<file path="config.mk">
export PLATFORM = sky130hd
export DESIGN_NAME = mem_arbiter
export DESIGN_NICKNAME = d
export VERILOG_FILES = /design/src/rtl/mem_arbiter_pkg.sv /design/src/rtl/mem_arbiter.sv
export SDC_FILE = /design/constraint.sdc
export NUM_CORES = 1
export LEC_CHECK = 0
export BUFFER_PORTS_ARGS = -buffer_cell sky130_fd_sc_hd__buf_2
export CAP_MARGIN = 20
export CORE_AREA = 2 2 80 82
export CTS_CLUSTER_SIZE = 14
export DETAILED_ROUTE_END_ITERATION = 10
export DIE_AREA = 0 0 82 84
export PLACE_DENSITY = 0.72
export REMOVE_ABC_BUFFERS = 1
export SYNTH_ARGS = -nofsm -noshare
export SYNTH_HDL_FRONTEND = slang
export SYNTH_SLANG_ARGS = --single-unit
</file>
<file path="constraint.sdc">
create_clock -name clk -period 3.6 [get_ports clk]
set_input_delay 1.08 -clock clk [delete_from_list [all_inputs] [get_ports clk]]
set_output_delay 1.08 -clock clk [all_outputs]
set_load 0.1 [all_outputs]
</file>
<file path="src/rtl/mem_arbiter_pkg.sv">
// rtl/mem_arbiter_pkg.sv - shared types and constants for the memory arbiter
package mem_arbiter_pkg;

    // Width of the port I starvation counter; holds MAX_WAIT values 1..15.
    localparam int CNT_W = 4;

    // Owner of the memory access issued in the previous cycle.
    typedef enum logic [1:0] {
        OWN_IDLE = 2'd0,
        OWN_RD_I = 2'd1,
        OWN_RD_D = 2'd2,
        OWN_WR   = 2'd3
    } own_e;

endpackage

</file>
<file path="src/rtl/mem_arbiter.sv">
// rtl/mem_arbiter.sv - two-port fixed-priority arbiter with starvation guard for a single-port memory
//
// Shares one registered-read memory between instruction fetch (port I, read
// only) and load/store (port D, read/write). Port D wins by default; after
// MAX_WAIT consecutive denied port I cycles, port I is forced through.
// Read data returns one cycle after the grant, routed to the owning port.
//
// Ports:
//   clk, rst                 clock, synchronous active-low reset
//   i_req/i_addr             port I read request (held until i_gnt)
//   i_gnt                    port I accepted this cycle (combinational)
//   i_rvalid/i_rdata         port I read return, one cycle after grant
//   d_req/d_we/d_addr/d_wdata port D request
//   d_gnt                    port D accepted this cycle (combinational)
//   d_rvalid/d_rdata         port D read return, one cycle after read grant
//   mem_wen/mem_addr/mem_wdata memory command
//   mem_rdata                memory data for the address of the previous cycle
module mem_arbiter
    import mem_arbiter_pkg::*;
#(
    parameter int AW       = 16,
    parameter int DW       = 16,
    parameter int MAX_WAIT = 3
) (
    input  logic          clk,
    input  logic          rst,
    input  logic          i_req,
    input  logic [AW-1:0] i_addr,
    output logic          i_gnt,
    output logic          i_rvalid,
    output logic [DW-1:0] i_rdata,
    input  logic          d_req,
    input  logic          d_we,
    input  logic [AW-1:0] d_addr,
    input  logic [DW-1:0] d_wdata,
    output logic          d_gnt,
    output logic          d_rvalid,
    output logic [DW-1:0] d_rdata,
    output logic          mem_wen,
    output logic [AW-1:0] mem_addr,
    output logic [DW-1:0] mem_wdata,
    input  logic [DW-1:0] mem_rdata
);

    localparam logic [CNT_W-1:0] MAX_WAIT_C = CNT_W'(MAX_WAIT);

    own_e             own_q,      own_d;
    logic [CNT_W-1:0] wait_cnt_q, wait_cnt_d;
    logic [AW-1:0]    mem_addr_q, mem_addr_d;
    logic             force_i;

    always_comb begin
        force_i    = (wait_cnt_q == MAX_WAIT_C);
        i_gnt      = 1'b0;
        d_gnt      = 1'b0;
        mem_addr   = mem_addr_q;
        mem_wen    = 1'b0;
        mem_wdata  = '0;
        own_d      = OWN_IDLE;
        wait_cnt_d = wait_cnt_q;

        // No grants while reset is held, so nothing reaches memory.
        if (rst) begin
            if (force_i && i_req) begin
                i_gnt = 1'b1;
            end else if (d_req) begin
                d_gnt = 1'b1;
            end else if (i_req) begin
                i_gnt = 1'b1;
            end
        end

        if (i_gnt) begin
            mem_addr = i_addr;
            own_d    = OWN_RD_I;
        end else if (d_gnt) begin
            mem_addr  = d_addr;
            mem_wen   = d_we;
            mem_wdata = d_wdata;
            own_d     = d_we ? OWN_WR : OWN_RD_D;
        end

        // Idle cycles keep the last granted address on the memory bus.
        mem_addr_d = mem_addr;

        if (!i_req || i_gnt) begin
            wait_cnt_d = '0;
        end else if (wait_cnt_q != MAX_WAIT_C) begin
            wait_cnt_d = wait_cnt_q + CNT_W'(1);
        end
    end

    always_ff @(posedge clk) begin
        if (!rst) begin
            own_q      <= OWN_IDLE;
            wait_cnt_q <= '0;
            mem_addr_q <= '0;
        end else begin
            own_q      <= own_d;
            wait_cnt_q <= wait_cnt_d;
            mem_addr_q <= mem_addr_d;
        end
    end

    // Masking with rst drops a read that was in flight when reset arrives.
    always_comb begin
        i_rvalid = rst && (own_q == OWN_RD_I);
        d_rvalid = rst && (own_q == OWN_RD_D);
        i_rdata  = i_rvalid ? mem_rdata : '0;
        d_rdata  = d_rvalid ? mem_rdata : '0;
    end

endmodule

</file>
; ---- Word level (Yosys, flattened, before mapping)
; Index checks and enable logic that the tools add are counted.
; W data, S select, Z words.
[totals]
reg_bits = 22
output_inout_bits = 69
wordCells = 36
[op_classes]
n_mux = 18
n_eq_ne = 4
n_addsub = 1
reduce_logical = 7
n_bitwise = 2
[ops]
columns = operator, count
row1 = $mux W16, 6
row2 = $mux W1, 12
row3 = $add A4 B1 Y4 const B, 1
row4 = $eq A4 B2 Y1 const B, 1
row5 = $ne A4 B2 Y1 const B, 1
row6 = $logic_and A1 B1 Y1, 3
row7 = $reduce_or A3 Y1, 1
row8 = $eq A2 B1 Y1 const B, 1
row9 = $eq A2 B2 Y1 const B, 1
row10 = $not A1 Y1, 2
row11 = $reduce_or A2 Y1, 1
row12 = $logic_not A1 Y1, 1
row13 = $logic_or A1 B1 Y1, 1

; ---- Logic depth before layout (Yosys ltp)
; Gate-level depths: netlist (run 1).
[depth]
depth_word = 6
depth_mapped = 6
depth_no_buf = 5

; ---- Least setup slack after synthesis (run 1)
; Ideal clock, no wire load.
[synth_timing]
kind = in2out
start = in d_req
end = out mem_addr[5]
arrival_ps = 3422
n_path_buf = 3
path_slack_ps = -902
stages = 5
cell_sequence = buf_2 -> buf_2 -> buf_2 -> nand3_1 -> a31oi_1
[synth_via]
elab_chain_cells = 5
[synth_rtl]
columns = item, line
row1 = "start, declared", mem_arbiter.sv:32  ; input logic d_req,
row2 = $mux W1, mem_arbiter.sv:66  ; end else if (d_req) begin
row3 = $mux W1, mem_arbiter.sv:64  ; if (force_i && i_req) begin
row4 = $mux W1, mem_arbiter.sv:63  ; if (rst) begin
row5 = $mux W16, mem_arbiter.sv:76  ; end else if (d_gnt) begin
row6 = $mux W16 *, mem_arbiter.sv:73  ; if (i_gnt) begin
row7 = "end, declared", mem_arbiter.sv:40  ; output logic [AW-1:0] mem_addr,
; Mark *: on every way between the ends. The rest lies on a longest branch, timed or not.

; ---- Worst setup path after layout (run 1)
[layout_timing]
start = in i_req
end = out mem_wdata[13]
[layout_via]
elab_chain_cells = 5
[layout_rtl]
columns = item, line
row1 = "start, declared", mem_arbiter.sv:27  ; input logic i_req,
row2 = $mux W1 or $logic_and A1 B1 Y1 (tied branches), "mem_arbiter.sv:68, mem_arbiter.sv:64"
row3 = $mux W1 (on tied branches), "mem_arbiter.sv:66, mem_arbiter.sv:64"
row4 = $mux W1 (on tied branches), "mem_arbiter.sv:64, mem_arbiter.sv:63"
row5 = $mux W1 or $mux W16 (tied branches), "mem_arbiter.sv:63, mem_arbiter.sv:76"
row6 = $mux W16 *, mem_arbiter.sv:73
row7 = "end, declared", mem_arbiter.sv:41  ; output logic [DW-1:0] mem_wdata,
; Marks and branches as above.

==> results.rst, run 1 <==
.. list-table::
   :header-rows: 1

   * - Metric
     - Value
   * - Max Clk Rate
     - 288 MHz
   * - Overall via count from detail_route
     - between 2000 and 3000
   * - Global-route wire length before repair
     - 12200 um
   * - Outcome
     - finished, final reports clean
   * - Floorplan die height
     - ~84 um
   * - Distinct cells, synth
     - 30
   * - Share of layout cells above drive strength 1
     - 0.469
   * - TritonCTS Sinks
     - 22
   * - Die footprint
     - slightly below 7000 um2
   * - Worst setup slack before clock tree synthesis
     - about 0.017 ns
   * - Main area contributors after synthesis
     - dfxtp_1 22%, and2_1 15%, mux2_2 9.4%
   * - Vias in the first global route
     - 2464
   * - Endpoint kind of the worst setup timing path
     - primary output
   * - Leading area contributor after synthesis
     - dfxtp_1
   * - Worst vdd rail ir drop
     - between 150 and 200 uV
   * - Via/cell ratio
     - 5.37
   * - Kind of start point of the critical path
     - input port
   * - Hold Violations, Final
     - 0
   * - Worst clock skew
     - approximately 0.0012 ns
   * - Max Buffers Root-to-Sink
     - 2
   * - Crit Path Category
     - input port to primary output
   * - Drt first pass iters
     - 5
   * - Fin nets
     - between 400 and 500
   * - H-tree depth
     - 1
   * - Maximum number of pins on one net before global-route repair
     - 37
   * - DRT iter0 DRCs
     - 146
   * - Share of Yosys cell area claimed by the top area cell type
     - 0.216
   * - Placed inst area
     - 3840 um2
   * - Total CTS buffers
     - 3
   * - DRC violations left
     - 0
   * - Leak
     - roughly 1.6 nW
   * - Min-Delay Endpoint
     - wait_cnt_q[0]
   * - Sequential area share after synthesis
     - 0.216
   * - Max-slew headroom at the worst pin
     - 0.420
   * - Final worst-path cycle share
     - 0.966
   * - Area overhead of the layout relative to synthesis
     - 90.2%
   * - Worst slew pin tran
     - 0.870 ns
   * - Slew Limit Fails
     - 0
   * - Critical Path RT
     - roughly 2.5 ns
   * - Number of cell instances on the worst register-to-register path
     - 4
   * - Final Critical Period
     - about 3.5 ns
   * - Final design instance area without fill
     - roughly 4000 um2
   * - Power density relative to cell area
     - 275 nW/um2
   * - Max-capacitance violation count
     - 0
   * - Effective utilization at floorplan
     - 0.335
   * - Count of hold-fix buffers inserted at cts
     - 0
   * - HP Start
     - wait_cnt_q[0]
   * - Count of antenna diodes in the layout
     - 0
   * - Number of antenna violations at the first check in global routing
     - 0
   * - Hold_ws
     - 0.454 ns
   * - Wire per inst
     - 16.9 um
   * - Overflow after GRT
     - 0
   * - Weighted congestion reported at the end of routability-driven placement
     - between 0.7 and 0.8
   * - Accumulated negative setup slack
     - 0 ns
   * - Setup violations, final
     - 0
   * - I/O Buffers
     - 137
   * - Top-Level Pins
     - ~140
   * - RSZ-0062 raised after global routing
     - false
   * - Top fanout value on the critical path
     - 19
   * - Worst Path Arrival
     - roughly 2.4 ns
   * - Class of the tightest hold or removal check
     - register to register
   * - Buffer count from post-CTS setup fixing
     - 0
   * - Reg-to-reg critical path endpoint
     - mem_addr_q[6]
   * - TritonCTS clock tree
     - yes
   * - R2R Path Start
     - wait_cnt_q[0]
   * - Reg-to-reg setup timing slack
     - 1.37 ns
   * - Yosys warning count
     - 0
   * - Number of instances in the synthesized netlist
     - 270
   * - Filler instances
     - 472
   * - Per-instance average area after synthesis
     - 7.57 um2
   * - Number of stages on the worst hold path
     - 1
   * - Clock tree root buffer cell
     - clkbuf_8
   * - Fin worst setup slack
     - approximately 0.12 ns
   * - Mapped Area
     - around 2000 um2
   * - Chip width
     - between 80 and 90 um
   * - Yosys reg bits
     - 22
   * - Core area
     - 6100 um2
   * - Total track usage
     - 0.223
   * - Count of nets left with antenna violations after detail routing
     - 0
   * - Number of rows created at floorplan
     - 29
   * - CTS clock-pin slew for the worst setup and hold paths
     - about 0.080 ns
   * - Routed wire length
     - 8030 um
   * - Final HPWL DP
     - between 6000 and 7000 um
   * - Clock insertion delay at the later pin of the skew report
     - between 0.2 and 0.3 ns
flip-flops by register name (all words and copies together), names as in the netlist:
signal and flops:
own_q 2, wait_cnt_q 4, mem_addr_q 16
worst max path at each step:
stage / startpoint / to / slack, ns / depth (start not counted)
2_1_floorplan: rst / i_rdata[0] / -1.09 / 3
3_3_place_gp: d_req / mem_addr[0] / 0.04 / 5
3_5_place_dp: d_req / mem_addr[8] / 0.02 / 5
4_1_cts: d_req / mem_addr[9] / 0.02 / 5
5_1_grt: rst / mem_wdata[13] / 0.05 / 6
6_report: i_req / mem_wdata[13] / 0.12 / 6
metal layers:
metal	wire length (um)	part of all wire	vias to the layer above	GRT usage
li1	-	-	1233	-
met1	3010	0.37	1189	0.252
met2	4140	0.52	124	0.407
met3	779	0.097	8	0.0552
met4	101	0.013	0	0.0576
met5	0	0	-	0
placed cells by master (no fill, tap or decap):
| cell type | synthesis | final |
|---|---|---|
| a31oi_1 | 16 | 16 |
| nor3_1 | 17 | 17 |
| a311oi_1 | 16 | 16 |
| nor3b_4 | 1 | 1 |
| xor2_1 | 1 | 1 |
| a21o_1 | 1 | 1 |
| o21ai_4 | 0 | 1 |
| inv_1 | 18 | 18 |
| nor2_1 | 5 | 5 |
| or3b_1 | 1 | 1 |
| ha_1 | 1 | 1 |
| nor2_4 | 1 | 1 |
| o21ai_0 | 30 | 30 |
| nand2_2 | 1 | 1 |
| buf_4 | 4 | 16 |
| and3b_1 | 1 | 1 |
| and2_1 | 50 | 50 |
| nand2_1 | 4 | 4 |
| buf_12 | 0 | 69 |
| and4bb_1 | 1 | 1 |
| clkbuf_8 | 0 | 3 |
| mux2_2 | 17 | 17 |
| a211oi_2 | 9 | 9 |
| clkinv_1 | 1 | 1 |
| nand3_1 | 18 | 18 |
| a211oi_1 | 7 | 7 |
| buf_2 | 10 | 69 |
| dfxtp_1 | 22 | 22 |
| o21ai_1 | 2 | 2 |
stage by stage:
| step | cells | utilization | total power [mW] |
|---|---|---|---|
| after detailed placement | 473 | 0.630 | 0.921 |
| after floorplan | 242 | - | 0.647 |
| after CTS | 476 | 0.636 | 1.08 |
| after global placement | 473 | 0.630 | 0.912 |
| after global routing | 476 | 0.638 | 1.11 |
| final | 476 | 0.638 | 1.07 |
worst max-delay path, cell delays in order:
cell	delay [ns]
buf_2	0.11
and4bb_1	0.27
buf_4	0.20
nor2_4	0.29
and2_1	0.24
buf_12	0.19
report_power, final:
| group | switching [mW] | internal, mW |
|---|---|---|
| Sequential | 0.00674 | 0.259 |
| Clock | 0.0784 | 0.0746 |
| Combinational | 0.419 | 0.232 |
cells by family after synthesis:
group,synth area share
adder cells (fa/ha/maj),0.00612
AND/OR/NAND/NOR,0.288
multiplexers,0.0937
AO/OA/AOI/OAI,0.285
XOR/XNOR,0.00429
buffers and inverters,0.108
flip-flops,0.216
repair_timing:
| action | 4_1_cts | 5_1_grt |
|---|---|---|
| hold endpoints to repair | 0 | 0 |
| gates resized for setup | 0 | 1 |
| endpoints found under the setup margin | 0 | 17 |
synthesized netlist by cell type (all sizes together):
cell type	count
and2	50
o21ai	33
dfxtp	22
inv	18
nand3	18
mux2	17
nor3	17
a211oi	16
a311oi	16
a31oi	16
buf	16
clkbuf	12
nor2	6
nand2	5
a21o	1
and3b	1
and4bb	1
clkinv	1
ha	1
nor3b	1
or3b	1
xor2	1
area by class of cell:
| cell class | instances | area [um2] | share of cell area |
|---|---|---|---|
| Multi-Input combinational cell | 201 | 1390 | 0.358 |
| Tap cell | 77 | 96.3 | 0.0248 |
| Timing Repair Buffer | 154 | 1850 | 0.475 |
| Inverter | 19 | 71.3 | 0.0184 |
| Sequential cell | 22 | 440 | 0.113 |
| Clock buffer | 3 | 41.3 | 0.0106 |
Power figures use the tool's default switching activity.
==> run 2, diff against run 1 <==
==> constraint.sdc (replaced) <==
create_clock -name clk -period 3.6 [get_ports clk]
set_input_delay 0.54 -clock clk [delete_from_list [all_inputs] [get_ports clk]]
set_output_delay 0.54 -clock clk [all_outputs]
set_load 0.1 [all_outputs]
==> results.rst, run 2 (same netlist as run 1, synthesis figures left out) <==
.. list-table::
   :header-rows: 1

   * - Metric
     - Value
   * - Class of the tightest hold or removal check
     - register to register
   * - DRC violations left
     - 0
   * - Sequence of cells on the critical path
     - buf_2, nand2_1, a211oi_2, a31oi_1, buf_2
   * - Critical Path End
     - mem_addr[11]
   * - Leak
     - 1.41 nW
   * - Slew Limit Fails
     - 0
   * - Via/cell ratio
     - approximately 5.4
   * - Number of rows created at floorplan
     - 29
   * - Crit Path Category
     - input port to primary output
   * - Global-route wire length before repair
     - between 10000 and 15000 um
   * - Largest registers
     - mem_addr_q: 16 flops, wait_cnt_q: 4 flops, own_q: 2 flops
   * - Total CTS buffers
     - 3
   * - Max Clk Rate
     - about 320 MHz
   * - Power density relative to cell area
     - approximately 320 nW/um2
   * - Chip width
     - 82 um
   * - Number of antenna violations at the first check in global routing
     - 0
   * - Worst vdd rail ir drop
     - 339 uV
   * - Count of hold-fix buffers inserted at cts
     - 0
   * - Area of all sequential standard cells
     - 440 um2
   * - Busiest layer in global routing
     - met2
   * - Global routing met2 resource utilization
     - 0.364
   * - Die footprint
     - around 6900 um2
   * - Floorplan die height
     - 84 um
   * - H-tree depth
     - 1
   * - Final Critical Period
     - roughly 3 ns
   * - Effective utilization at floorplan
     - 0.335
   * - Number of stages on the worst hold path
     - 1
   * - I/O Buffers
     - 137
   * - Final cell utilization of the core
     - 0.497
   * - Count of nets left with antenna violations after detail routing
     - 0
   * - Largest Register
     - mem_addr_q
   * - Setup violations, final
     - 0
   * - Vias in the first global route
     - roughly 2200
   * - Area overhead of the layout relative to synthesis
     - 48.4%
   * - Max-capacitance violation count
     - 0
   * - Commonest non-fill, non-tap cells in the layout
     - 119 x buf_2, 50 x and2_1, 30 x o21ai_0
   * - Worst setup slack before clock tree synthesis
     - 0.542 ns
   * - Top fanout value on the critical path
     - 37
   * - Most common library cell in the layout ignoring fill and taps
     - buf_2
   * - TritonCTS clock tree
     - yes
   * - Worst Path Arrival
     - ~2.5 ns
   * - R2R Path Start
     - wait_cnt_q[0]
   * - Drt first pass iters
     - 4
   * - Max Buffers Root-to-Sink
     - 2
   * - Max-slew headroom at the worst pin
     - 0.409
   * - Worst Path Buf+Inv
     - 2
   * - Placed inst area
     - 2980 um2
   * - Clock tree root buffer cell
     - clkbuf_8
   * - Fin nets
     - 458
   * - Global-route met1 utilization
     - 0.251
   * - Fin worst setup slack
     - ~0.52 ns
   * - Buffer count from post-CTS setup fixing
     - 0
   * - Outcome
     - finished, final reports clean
   * - Core area
     - just over 6000 um2
   * - Max stage delay on crit path
     - 0.66 ns
   * - Routing usage on met3
     - 0.0455
   * - Hold Violations, Final
     - 0
   * - Top-Level Pins
     - between 100 and 150
   * - Footprint of the multi-input gates
     - about 1400 um2
   * - Kind of start point of the critical path
     - input port
   * - Number of cell instances on the worst register-to-register path
     - 4
   * - DRT iter0 DRCs
     - 181
   * - Depth of the critical timing path with buffers and inverters included
     - 5
   * - Routed wire length
     - between 7000 and 8000 um
   * - Endpoint kind of the worst setup timing path
     - primary output
   * - Max stage delay cell, worst path
     - nand2_1
   * - Cell family with the largest share of critical-path delay
     - buffers and inverters
   * - Cell mode on critical path
     - buf_2
   * - Filler instances
     - between 600 and 700
   * - Reg-to-reg critical path endpoint
     - mem_addr_q[5]
   * - Worst setup path start
     - rst
   * - Wire per inst
     - ~16 um
   * - TritonCTS Sinks
     - 22
   * - Total track usage
     - 0.207
   * - Final worst-path cycle share
     - 0.856
   * - Worst slew pin tran
     - a little under 0.9 ns
   * - Final HPWL DP
     - between 5000 and 6000 um
   * - Weighted congestion reported at the end of routability-driven placement
     - roughly 0.77
   * - Clock insertion delay at the later pin of the skew report
     - between 0.2 and 0.3 ns
   * - CTS clock-pin slew for the worst setup and hold paths
     - around 0.09 ns
   * - Post-cts gate resize count
     - 0
   * - Final design instance area without fill
     - between 3000 and 4000 um2
   * - Critical Path RT
     - a little over 3 ns
   * - Count of antenna diodes in the layout
     - 0
   * - Hold_ws
     - between 0.4 and 0.5 ns
   * - Overflow after GRT
     - 0
   * - Reg-to-reg setup timing slack
     - 1.35 ns
   * - Overall via count from detail_route
     - between 2000 and 2500
   * - Worst clock skew
     - approximately 0.0033 ns
   * - RSZ-0062 raised after global routing
     - false
   * - Maximum number of pins on one net before global-route repair
     - 38
   * - Share of layout cells above drive strength 1
     - 0.452
   * - Number of flip-flops under the largest register name
     - 16
[run 2: cell count changes in the layout (fill, tap and decap cells not counted)]
cell	previous run	this run
buf_2	69	119
buf_12	69	18
clkbuf_8	3	4
buf_4	16	4
o21ai_4	1	0
o21ai_2	0	1
[run 2: routing by layer]
| metal | share of wire | routed length (um) | vias to the layer above |
|---|---|---|---|
| met5 | 0 | 0 | - |
| met4 | 0.0094 | 69 | 0 |
| met3 | 0.11 | 844 | 6 |
| met2 | 0.50 | 3660 | 130 |
| met1 | 0.38 | 2770 | 1140 |
| li1 | - | - | 1216 |
[run 2: area by class of cell]
type,count,area share
Multi-Input combinational cell,201,0.456
Timing Repair Buffer,141,0.325
Clock buffer,4,0.0182
Inverter,19,0.0235
Sequential cell,22,0.145
Tap cell,77,0.0318
[run 2: worst min path at each step]
stage,startpoint,to,slack (ns)
after floorplan,wait_cnt_q[0],wait_cnt_q[0],0.42
after global placement,wait_cnt_q[0],wait_cnt_q[0],0.44
after detailed placement,wait_cnt_q[0],wait_cnt_q[0],0.45
after CTS,wait_cnt_q[0],wait_cnt_q[0],0.47
after global routing,d_we,own_q[0],0.51
final,wait_cnt_q[0],wait_cnt_q[0],0.47
[run 2: where the power goes]
group	switching (mW)	total, mW	internal (mW)
sequential	0.00656	0.265	0.259
clock	0.0880	0.186	0.0978
combinational	0.397	0.529	0.132
[run 2: stage by stage]
stage	TNS [ns]	std cells	total power, mW
floorplan	-0.225	242	0.647
global placement	0	460	0.794
detailed placement	0	460	0.801
CTS	0	464	0.982
global route	0	464	1.02
finish	0	464	0.980
==> run 3, diff against run 2 <==
--- a/config.mk
+++ b/config.mk
@@ -11,7 +11,7 @@
 export CTS_CLUSTER_SIZE = 14
 export DETAILED_ROUTE_END_ITERATION = 10
 export DIE_AREA = 0 0 82 84
-export PLACE_DENSITY = 0.72
+export PLACE_DENSITY = 0.74
 export REMOVE_ABC_BUFFERS = 1
 export SYNTH_ARGS = -nofsm -noshare
 export SYNTH_HDL_FRONTEND = slang
==> results.rst, run 3 (same netlist as run 1, synthesis figures left out) <==
.. list-table::
   :header-rows: 1

   * - Metric
     - Value
   * - Post-cts gate resize count
     - 0
   * - Outcome
     - finished, final reports clean
   * - Number of cell instances on the worst register-to-register path
     - 4
   * - DRT iter0 DRCs
     - between 100 and 150
   * - Wire per inst
     - about 15 um
   * - HP Start
     - wait_cnt_q[0]
   * - Max Clk Rate
     - between 300 and 400 MHz
   * - Floorplan die height
     - 84 um
   * - Crit Path Category
     - register to primary output
   * - Setup violations, final
     - 0
   * - Leak
     - around 1.4 nW
   * - Reg-to-reg setup timing slack
     - 1.40 ns
   * - Effective utilization at floorplan
     - 0.335
   * - Share of layout cells above drive strength 1
     - 0.456
   * - Layout Cells excl Fill
     - roughly 470
   * - Maximum number of pins on one net before global-route repair
     - 35
   * - Largest Register
     - mem_addr_q
   * - Clock insertion delay at the later pin of the skew report
     - between 0.2 and 0.3 ns
   * - TritonCTS clock tree
     - yes
   * - DRC violations left
     - 0
   * - Power density relative to cell area
     - roughly 320 nW/um2
   * - Largest registers
     - mem_addr_q: 16 flops, wait_cnt_q: 4 flops, own_q: 2 flops
   * - Number of flip-flops under the largest register name
     - 16
   * - R2R Path Start
     - wait_cnt_q[0]
   * - Kind of start point of the critical path
     - register
   * - Class of the tightest hold or removal check
     - register to register
   * - Final Critical Period
     - slightly below 3 ns
   * - Slew Limit Fails
     - 0
   * - Final cell utilization of the core
     - 0.501
   * - Critical Path RT
     - 3.06 ns
   * - Commonest non-fill, non-tap cells in the layout
     - 119 x buf_2, 50 x and2_1, 30 x o21ai_0
   * - Clock tree root buffer cell
     - clkbuf_8
   * - Hold Violations, Final
     - 0
   * - Top-Level Pins
     - 138
   * - Final worst-path cycle share
     - 0.817
   * - I/O Buffers
     - 137
   * - Number of antenna violations at the first check in global routing
     - 0
   * - Drt first pass iters
     - 4
   * - Area overhead of the layout relative to synthesis
     - 49.5%
   * - Chip width
     - about 82 um
   * - Count of hold-fix buffers inserted at cts
     - 0
   * - Worst Path Arrival
     - approximately 2.4 ns
   * - Reg-to-reg critical path endpoint
     - mem_addr_q[8]
   * - Routed wire length
     - 7110 um
   * - Final HPWL DP
     - 5240 um
   * - Endpoint kind of the worst setup timing path
     - primary output
   * - Total CTS buffers
     - 3
   * - Most common library cell in the layout ignoring fill and taps
     - buf_2
   * - RSZ-0062 raised after global routing
     - false
   * - Top fanout value on the critical path
     - 18
   * - H-tree depth
     - 1
   * - Core area
     - between 6000 and 7000 um2
   * - Global-route wire length before repair
     - around 11000 um
   * - Total track usage
     - 0.199
   * - Max-capacitance violation count
     - 0
   * - Filler instances
     - 610
   * - Die footprint
     - between 6000 and 7000 um2
   * - Worst vdd rail ir drop
     - just over 200 uV
   * - Number of stages on the worst hold path
     - 1
   * - Hold_ws
     - between 0.4 and 0.5 ns
   * - Worst clock skew
     - around 0.0027 ns
   * - Area of all sequential standard cells
     - between 400 and 500 um2
   * - Vias in the first global route
     - between 2000 and 2500
   * - Count of nets left with antenna violations after detail routing
     - 0
   * - Fin nets
     - 461
   * - Number of rows created at floorplan
     - 29
   * - Overall via count from detail_route
     - 2471
   * - Buffer count from post-CTS setup fixing
     - 0
   * - Via/cell ratio
     - 5.29
   * - Weighted congestion reported at the end of routability-driven placement
     - 0.789
   * - Worst slew pin tran
     - between 0.8 and 0.9 ns
   * - Max-slew headroom at the worst pin
     - 0.443
   * - Footprint of the multi-input gates
     - approximately 1400 um2
   * - Count of antenna diodes in the layout
     - 0
   * - Min-Delay Endpoint
     - wait_cnt_q[0]
   * - Max Buffers Root-to-Sink
     - 2
   * - CTS clock-pin slew for the worst setup and hold paths
     - 0.08 ns
   * - Placed Instances
     - around 460
   * - TritonCTS Sinks
     - 22
   * - Overflow after GRT
     - 0
[run 3: cell types whose count changed in the layout (fill, tap and decap cells not counted), sizes merged]
cell | before | now
buf | 141 | 144
[run 3: layer usage]
| metal | wire, um | global-route usage | up-vias |
|---|---|---|---|
| met5 | 0 | 0 | - |
| met4 | 46 | 0.0455 | 0 |
| met3 | 703 | 0.0357 | 6 |
| met2 | 3540 | 0.356 | 128 |
| met1 | 2820 | 0.242 | 1115 |
| li1 | - | - | 1222 |
[run 3: final cells by class]
cell class                      instances  area share
Clock buffer                            4      0.0180
Inverter                               19      0.0234
Multi-Input combinational cell        201       0.453
Sequential cell                        22       0.144
Tap cell                               77      0.0315
Timing Repair Buffer                  144       0.330
[run 3: worst max-delay path by stage]
stage             startpoint            to  slack [ns]
3_3_place_gp           i_req   mem_addr[5]        0.95
4_1_cts        wait_cnt_q[0]   mem_addr[5]        0.64
5_1_grt        wait_cnt_q[0]  mem_addr[15]        0.55
6_report       wait_cnt_q[0]  mem_addr[15]        0.66
3_5_place_dp   wait_cnt_q[0]   mem_addr[5]        0.94
2_1_floorplan            rst    i_rdata[0]       -0.01
[run 3: where the power goes]
part,internal [mW],total (mW),leakage (nW),switching (mW)
clock,0.0976,0.183,0.0288,0.0858
combinational,0.134,0.530,1.22,0.396
sequential,0.259,0.266,0.182,0.00730
total,0.490,0.979,1.43,0.489
[run 3: critical path: stages (launching register included)]
cell and delay, ns:
dfxtp_1 0.33, ha_1 0.24, or3b_1 0.73, a211oi_1 0.19, a31oi_1 0.18, buf_2 0.45
[run 3: metrics by stage]
| step | setup slack [ns] | area [um2] | TNS, ns | total power, mW |
|---|---|---|---|---|
| 2_1_floorplan | -0.0140 | 1890 | -0.225 | 0.647 |
| 3_3_place_gp | 0.946 | 3000 | 0 | 0.796 |
| 3_5_place_dp | 0.942 | 3000 | 0 | 0.802 |
| 4_1_cts | 0.636 | 3050 | 0 | 0.987 |
| 5_1_grt | 0.546 | 3050 | 0 | 1.02 |
| 6_report | 0.658 | 3050 | 0 | 0.979 |
